<file path="src/rtl/fp_rf_pkg.sv">
// Shared types and constants for the floating-point register file.
//   fflags_t : sticky exception flags {nv, dz, of, uf, nx}
//   frm_t    : rounding-mode encodings (5 and 6 are reserved)
//   fflags_accum() : merges newly raised flags into a flag base
package fp_rf_pkg;

  localparam int FFLAGS_W = 5;
  localparam int FRM_W    = 3;

  typedef struct packed {
    logic nv;
    logic dz;
    logic of;
    logic uf;
    logic nx;
  } fflags_t;

  typedef enum logic [FRM_W-1:0] {
    RNE = 3'd0,
    RTZ = 3'd1,
    RDN = 3'd2,
    RUP = 3'd3,
    RMM = 3'd4,
    DYN = 3'd7
  } frm_t;

  // Sticky accumulation: raised flags are ORed on top of the base.
  function automatic fflags_t fflags_accum(fflags_t base, logic en,
                                           logic [FFLAGS_W-1:0] raised);
    return fflags_t'(base | (en ? raised : {FFLAGS_W{1'b0}}));
  endfunction

endpackage

</file>
<file path="src/rtl/fp_scoreboard.sv">
// Per-register busy scoreboard for multi-cycle FPU operations.
// An accepted issue marks its destination busy; an FPU writeback clears it.
// Ports:
//   clk, n_rst           clock, asynchronous active-low reset
//   rd_addr              packed read addresses (sources of the issuing op)
//   issue_valid/_rd/_src_mask  issuing op, its destination, true sources
//   issue_ready          op may issue (destination and masked sources idle)
//   fpu_wb_valid/_rd     FPU writeback clearing a busy bit
//   ld_rd, ld_ready      load destination and its acceptance
//   busy_vec             registered busy bits
// FP_BYPASS_EN: a source being cleared by this cycle's writeback counts
// as ready for issue.
module fp_scoreboard
  import fp_rf_pkg::*;
#(
  parameter int NUM_REGS     = 32,
  parameter int NUM_RD_PORTS = 3,
  parameter int AW           = $clog2(NUM_REGS)
) (
  input  logic                       clk,
  input  logic                       n_rst,
  input  logic [NUM_RD_PORTS*AW-1:0] rd_addr,
  input  logic                       issue_valid,
  input  logic [AW-1:0]              issue_rd,
  input  logic [NUM_RD_PORTS-1:0]    issue_src_mask,
  output logic                       issue_ready,
  input  logic                       fpu_wb_valid,
  input  logic [AW-1:0]              fpu_wb_rd,
  input  logic [AW-1:0]              ld_rd,
  output logic                       ld_ready,
  output logic [NUM_REGS-1:0]        busy_vec
);

  logic [NUM_REGS-1:0] busy_q, busy_d;
  logic [NUM_REGS-1:0] clr_vec_s, set_vec_s, src_busy_s;

  // Busy next-state; a same-rd issue and writeback lets the set win.
  always_comb begin
    clr_vec_s            = '0;
    clr_vec_s[fpu_wb_rd] = fpu_wb_valid;
    set_vec_s            = '0;
    set_vec_s[issue_rd]  = issue_valid & issue_ready;
    busy_d               = (busy_q & ~clr_vec_s) | set_vec_s;
  end

  // Busy view used for source operands of the issuing op.
  always_comb begin
`ifdef FP_BYPASS_EN
    src_busy_s = busy_q & ~clr_vec_s;
`else
    src_busy_s = busy_q;
`endif
  end

  // Issue and load acceptance; the destination check uses registered busy only.
  always_comb begin
    issue_ready = ~busy_q[issue_rd];
    for (int i = 0; i < NUM_RD_PORTS; i++) begin
      issue_ready = issue_ready &
                    ~(issue_src_mask[i] & src_busy_s[rd_addr[i*AW +: AW]]);
    end
    ld_ready = ~fpu_wb_valid & ~busy_q[ld_rd];
  end

  // Busy register.
  always_ff @(posedge clk or negedge n_rst) begin
    if (!n_rst) begin
      busy_q <= '0;
    end else begin
      busy_q <= busy_d;
    end
  end

  assign busy_vec = busy_q;

endmodule

</file>
<file path="src/rtl/fp_regfile_scoreboard.sv">
// Parametrised FP register file with N combinational read ports, arbitrated
// FPU-writeback / load write path, busy scoreboard and a local fcsr.
// Ports:
//   clk, n_rst                  clock, asynchronous active-low reset
//   rd_addr / rd_data           packed read ports (port i at i*AW / i*DATA_W)
//   issue_valid/_rd/_src_mask, issue_ready   issue handshake
//   fpu_wb_valid/_rd/_data/_flags            FPU writeback (never stalled)
//   ld_valid/_rd/_data, ld_ready             load write (yields to writeback)
//   csr_we, csr_wdata {frm, fflags}, frm, fflags   fcsr
//   busy_vec                    scoreboard state
// Optional macro FP_BYPASS_EN: reads and issue_ready see this cycle's write.
module fp_regfile_scoreboard
  import fp_rf_pkg::*;
#(
  parameter  int NUM_REGS     = 32,
  parameter  int DATA_W       = 32,
  parameter  int NUM_RD_PORTS = 3,
  localparam int AW           = $clog2(NUM_REGS)
) (
  input  logic                           clk,
  input  logic                           n_rst,
  input  logic [NUM_RD_PORTS*AW-1:0]     rd_addr,
  output logic [NUM_RD_PORTS*DATA_W-1:0] rd_data,
  input  logic                           issue_valid,
  input  logic [AW-1:0]                  issue_rd,
  input  logic [NUM_RD_PORTS-1:0]        issue_src_mask,
  output logic                           issue_ready,
  input  logic                           fpu_wb_valid,
  input  logic [AW-1:0]                  fpu_wb_rd,
  input  logic [DATA_W-1:0]              fpu_wb_data,
  input  logic [FFLAGS_W-1:0]            fpu_wb_flags,
  input  logic                           ld_valid,
  input  logic [AW-1:0]                  ld_rd,
  input  logic [DATA_W-1:0]              ld_data,
  output logic                           ld_ready,
  input  logic                           csr_we,
  input  logic [7:0]                     csr_wdata,
  output logic [FRM_W-1:0]               frm,
  output logic [FFLAGS_W-1:0]            fflags,
  output logic [NUM_REGS-1:0]            busy_vec
);

  logic [DATA_W-1:0] regs_q [NUM_REGS];
  logic [DATA_W-1:0] regs_d [NUM_REGS];
  fflags_t           fflags_q, fflags_d, flag_base_s;
  logic [FRM_W-1:0]  frm_q, frm_d;
  logic              ld_ready_s, ld_acc_s, wr_en_s;
  logic [AW-1:0]     wr_addr_s;
  logic [DATA_W-1:0] wr_data_s;

  fp_scoreboard #(
    .NUM_REGS     (NUM_REGS),
    .NUM_RD_PORTS (NUM_RD_PORTS),
    .AW           (AW)
  ) u_sb (
    .clk            (clk),
    .n_rst          (n_rst),
    .rd_addr        (rd_addr),
    .issue_valid    (issue_valid),
    .issue_rd       (issue_rd),
    .issue_src_mask (issue_src_mask),
    .issue_ready    (issue_ready),
    .fpu_wb_valid   (fpu_wb_valid),
    .fpu_wb_rd      (fpu_wb_rd),
    .ld_rd          (ld_rd),
    .ld_ready       (ld_ready_s),
    .busy_vec       (busy_vec)
  );

  assign ld_ready = ld_ready_s;

  // Single write port: FPU writeback first, an accepted load otherwise.
  always_comb begin
    ld_acc_s  = ld_valid & ld_ready_s;
    wr_en_s   = fpu_wb_valid | ld_acc_s;
    wr_addr_s = fpu_wb_valid ? fpu_wb_rd : ld_rd;
    wr_data_s = fpu_wb_valid ? fpu_wb_data : ld_data;
    for (int r = 0; r < NUM_REGS; r++) begin
      regs_d[r] = (wr_en_s && (wr_addr_s == AW'(r))) ? wr_data_s : regs_q[r];
    end
  end

  // fcsr next-state: a CSR write sets the base, writeback flags still accrue.
  always_comb begin
    flag_base_s = csr_we ? fflags_t'(csr_wdata[FFLAGS_W-1:0]) : fflags_q;
    fflags_d    = fflags_accum(flag_base_s, fpu_wb_valid, fpu_wb_flags);
    frm_d       = csr_we ? csr_wdata[FFLAGS_W +: FRM_W] : frm_q;
  end

  // Combinational read ports.
  always_comb begin
    rd_data = '0;
    for (int p = 0; p < NUM_RD_PORTS; p++) begin
`ifdef FP_BYPASS_EN
      rd_data[p*DATA_W +: DATA_W] =
        (fpu_wb_valid && (rd_addr[p*AW +: AW] == fpu_wb_rd)) ? fpu_wb_data :
        (ld_acc_s && (rd_addr[p*AW +: AW] == ld_rd))         ? ld_data     :
        regs_q[rd_addr[p*AW +: AW]];
`else
      rd_data[p*DATA_W +: DATA_W] = regs_q[rd_addr[p*AW +: AW]];
`endif
    end
  end

  // Register array and fcsr state.
  always_ff @(posedge clk or negedge n_rst) begin
    if (!n_rst) begin
      for (int r = 0; r < NUM_REGS; r++) begin
        regs_q[r] <= '0;
      end
      fflags_q <= '0;
      frm_q    <= '0;
    end else begin
      for (int r = 0; r < NUM_REGS; r++) begin
        regs_q[r] <= regs_d[r];
      end
      fflags_q <= fflags_d;
      frm_q    <= frm_d;
    end
  end

  assign fflags = fflags_q;
  assign frm    = frm_q;

endmodule
</file>
<file path="config.mk">
export PLATFORM = sky130hd
export DESIGN_NAME = fp_regfile_scoreboard
export DESIGN_NICKNAME = d
export VERILOG_FILES = /design/src/rtl/fp_rf_pkg.sv /design/src/rtl/fp_scoreboard.sv /design/src/rtl/fp_regfile_scoreboard.sv
export SDC_FILE = /design/constraint.sdc
export NUM_CORES = 2
export LEC_CHECK = 0
export CAP_MARGIN = 20
export CORE_ASPECT_RATIO = 0.9
export CORE_MARGIN = 10
export CORE_UTILIZATION = 35
export DETAILED_ROUTE_END_ITERATION = 8
export MAX_ROUTING_LAYER = met4
export PLACE_DENSITY = 0.61
export SLEW_MARGIN = 10
export SYNTH_ARGS = -nofsm -noshare
export SYNTH_HDL_FRONTEND = slang
export SYNTH_SLANG_ARGS = --single-unit
</file>
<file path="constraint.sdc">
create_clock -name clk -period 8.2 [get_ports clk]
set_input_delay 1.64 -clock clk [delete_from_list [all_inputs] [get_ports clk]]
set_output_delay 1.64 -clock clk [all_outputs]
set_load 0.005 [all_outputs]
</file>
==> metrics.csv <==
stage,metric,value,unit
setup_path,start_kind,input port,
clock_tree,insertion_delay,0.78,ns
logic_synthesis,syn_inst,3992,
clock_tree,cts_root_buffer,clkbuf_16,
clock_tree,cts_resized,0,
clock_tree,ctsHtreeMaxLevel,4,
setup_path,rr_startpoint,u_sb.busy_vec[1]$_DFF_PN0_,
routing,wl,217,mm
final_layout,fin_nets,4099,
clock_tree,clockBufferDepth,3,
die,die_area,207000,sq um
final_layout,syn_to_final_growth,13.8,%
outcome,outcome,"complete, no violations",
die,core_area,188000,sq um
logic_synthesis,syn_area,66100,sq um
setup_path,cp_data_arrival_time,4.81,ns
timing,grt_setup_unrepaired,false,
clock_tree,clock-sinks,1064,
setup_path,cp-startpoint,rd_addr[0],
logic_synthesis,syn_area_per_cell,16.5,sq um
grt,grt_pass1_wl,317,mm
final_layout,fin_util,0.400,
power_and_ir_drop,vdd_drop_max,0.000236,V
routing,route.detailed.drc,0,
power_and_ir_drop,power_density,279,nW/um^2
timing,finalSetupViolations,0,
grt,track_usage,0.214,
final_layout,multi_input_area,37500,sq um
logic_synthesis,ys_seq_elements,1064,
grt,grt_max_degree,168,
die,pin_count,254,
power_and_ir_drop,leakagePower,30.1,nW
clock_tree,tritoncts,yes,
timing,setup_tns,0,ns
logic_synthesis,synth_warnings,0,
placed_design,routabilityCongestion,0.792,
logic_synthesis,synthTopCellsByArea,"dfrtp_1 40%, mux4_2 34%, mux2_2 16%",
placed_design,hpwl,121,mm
logic_synthesis,ys_types,46,
logic_synthesis,synth-main-ff-cell,dfrtp_1,
logic_synthesis,synthTopCellsByCount,"1064 x dfrtp_1, 996 x mux4_2, 931 x mux2_2, 290 x clkbuf_1, 120 x mux2_4",
logic_synthesis,synth_nets,4108,
clock_tree,hold_buffers,0,
worst_hold_path,holdCritStartpoint,frm[2]$_DFFE_PN0P_,
timing,slew_violations,0,
placed_design,numPortBuffers,253,
logic_synthesis,synth_top_area_share,0.403,
routing,wl_per_cell,32.8,um
timing,fin_crit_sh,0.786,
timing,fmax,155,MHz
setup_path,worstPathMaxFanout,46,
die,core.rowCount,151,
timing,fin_skew,0.0208,ns
final_layout,design_area,75200,sq um
timing,period_minus_slack,6.45,ns
timing,worst_pin_slew,1.11,ns
grt,overflow,0,
grt,grt_antenna_before_repair,1,
final_layout,seqCellArea,26600,sq um
grt,grt_pass1_vias,42600,
die,die_x,478,um
clock_tree,cts_buffers,131,
die,start_util,0.351,
routing,vias,41200,
routing,via_per_inst,6.24,
die,die_h,432,um
setup_path,crit_type,in2out,
routing,first_pass_iters,7,
logic_synthesis,synth_most_common_cell,dfrtp_1,
clock_tree,postCtsSetupBuffers,0,
timing,hold_violations,0,
logic_synthesis,ys_async_sr_fraction,1.00,
setup_path,end_kind,primary output,
logic_synthesis,synth_edf_count,0,
logic_synthesis,synth_top_cell_by_area,dfrtp_1,
routing,drt_iter0_drc,4077,
clock_tree,clk_pin_slew,0.05,ns
placed_design,place_area,70800,sq um
logic_synthesis,seq_area_frac_synth,0.403,
worst_hold_path,hold_class,reg2reg,
final_layout,n_fill_cell,17000,
routing,detail-route-antenna-nets,0,
final_layout,final_layout_size_suffix_gt1_frac,0.582,
timing,slew_headroom,0.263,
run,max-cap-violations,0,
setup_path,required,6.56,ns
final timing paths:
check                                          endpoint  cells after the start  slack, ns
worst min register to register       frm[2]$_DFFE_PN0P_                      1       0.50
worst max-delay path                         rd_data[4]                      6       1.75
worst max register to register  regs_q[107]$_DFFE_PN0P_                      8       4.14
max in group asynchronous       regs_q[621]$_DFFE_PN0P_                      2       5.76
min in group asynchronous            frm[0]$_DFFE_PN0P_                      1       0.88
worst min-delay path                 frm[2]$_DFFE_PN0P_                      1       0.50
cell families (layout without fill, tap and decap cells):
group / Yosys count / in the layout / share of synthesized area
DFF: 1064 / 1064 / 0.403
buffers and inverters: 484 / 577 / 0.0315
and+or+nand+nor: 201 / 201 / 0.0148
other: 0 / 1 / 0
AOI/OAI and AO/OA: 101 / 101 / 0.00896
muxes: 2142 / 2142 / 0.542
worst max-delay path: stages:
cell and delay, ns:
buf_8 0.48, buf_4 0.63, mux4_2 0.58, mux4_2 0.50
mux2_2 0.35, clkdlybuf4s50_1 0.47
power breakdown:
| group | leakage [nW] | internal, mW | switching [mW] |
|---|---|---|---|
| registers | 13.4 | 6.87 | 1.55 |
| clock network | 2.15 | 3.49 | 2.42 |
| logic | 14.6 | 4.42 | 2.20 |
| total | 30.1 | 14.8 | 6.17 |
area by class of cell:
cell class	instances	area share
multi-input combinational	2444	0.499
inverter	11	0.000566
clock inverter	46	0.00689
antenna	1	0.0000333
tap	2524	0.0420
clock buffer	189	0.0506
timing repair buffer	331	0.0467
sequential	1064	0.354
through the flow:
| stage | setup slack [ns] | hold slack, ns | total power [mW] | instances |
|---|---|---|---|---|
| 2_1_floorplan | 2.27 | 0.487 | 12.8 | 3992 |
| 6_report | 1.75 | 0.504 | 20.9 | 6610 |
| 5_1_grt | 1.60 | 0.538 | 21.9 | 6610 |
| 3_5_place_dp | 1.70 | 0.497 | 15.1 | 6374 |
| 4_1_cts | 1.70 | 0.509 | 21.1 | 6609 |
| 3_3_place_gp | 1.75 | 0.490 | 14.9 | 6374 |
per-layer routing:
layer,up-vias,global-route usage,part of all wire
met3,434,0.0371,0.065
li1,16200,-,-
met5,-,-,0
met4,0,0.0719,0.036
met2,1823,0.336,0.48
met1,22800,0.281,0.42
sequential cells by signal, indices dropped and copies added, names as in the netlist:
register and count:
fflags 5, frm 3, regs_q 1024, u_sb.busy_vec 32
placed cells by master, fill, tap and decap left out, types with 7 or more instances in the layout:
master           netlist  routed
nand2_1              112     112
buf_4                 30      53
mux2_4               120     120
dfrtp_1             1064    1064
buf_12                 0      29
nand3_1                7       7
inv_1                 10      10
clkbuf_8               0      31
bufinv_16              0       8
inv_6                  0       9
o21ai_0               72      72
mux4_2               996     996
mux2_2               931     931
buf_8                  0       7
and3_4                 0      18
mux2_1                81      81
clkbuf_1             290      27
nand4_1               10      10
nor2_1                12      12
mux2i_1               13      13
clkbuf_16              0     131
clkinv_2               0      24
clkdlybuf4s50_1        0     236
(Power assumes the default switching activity.)
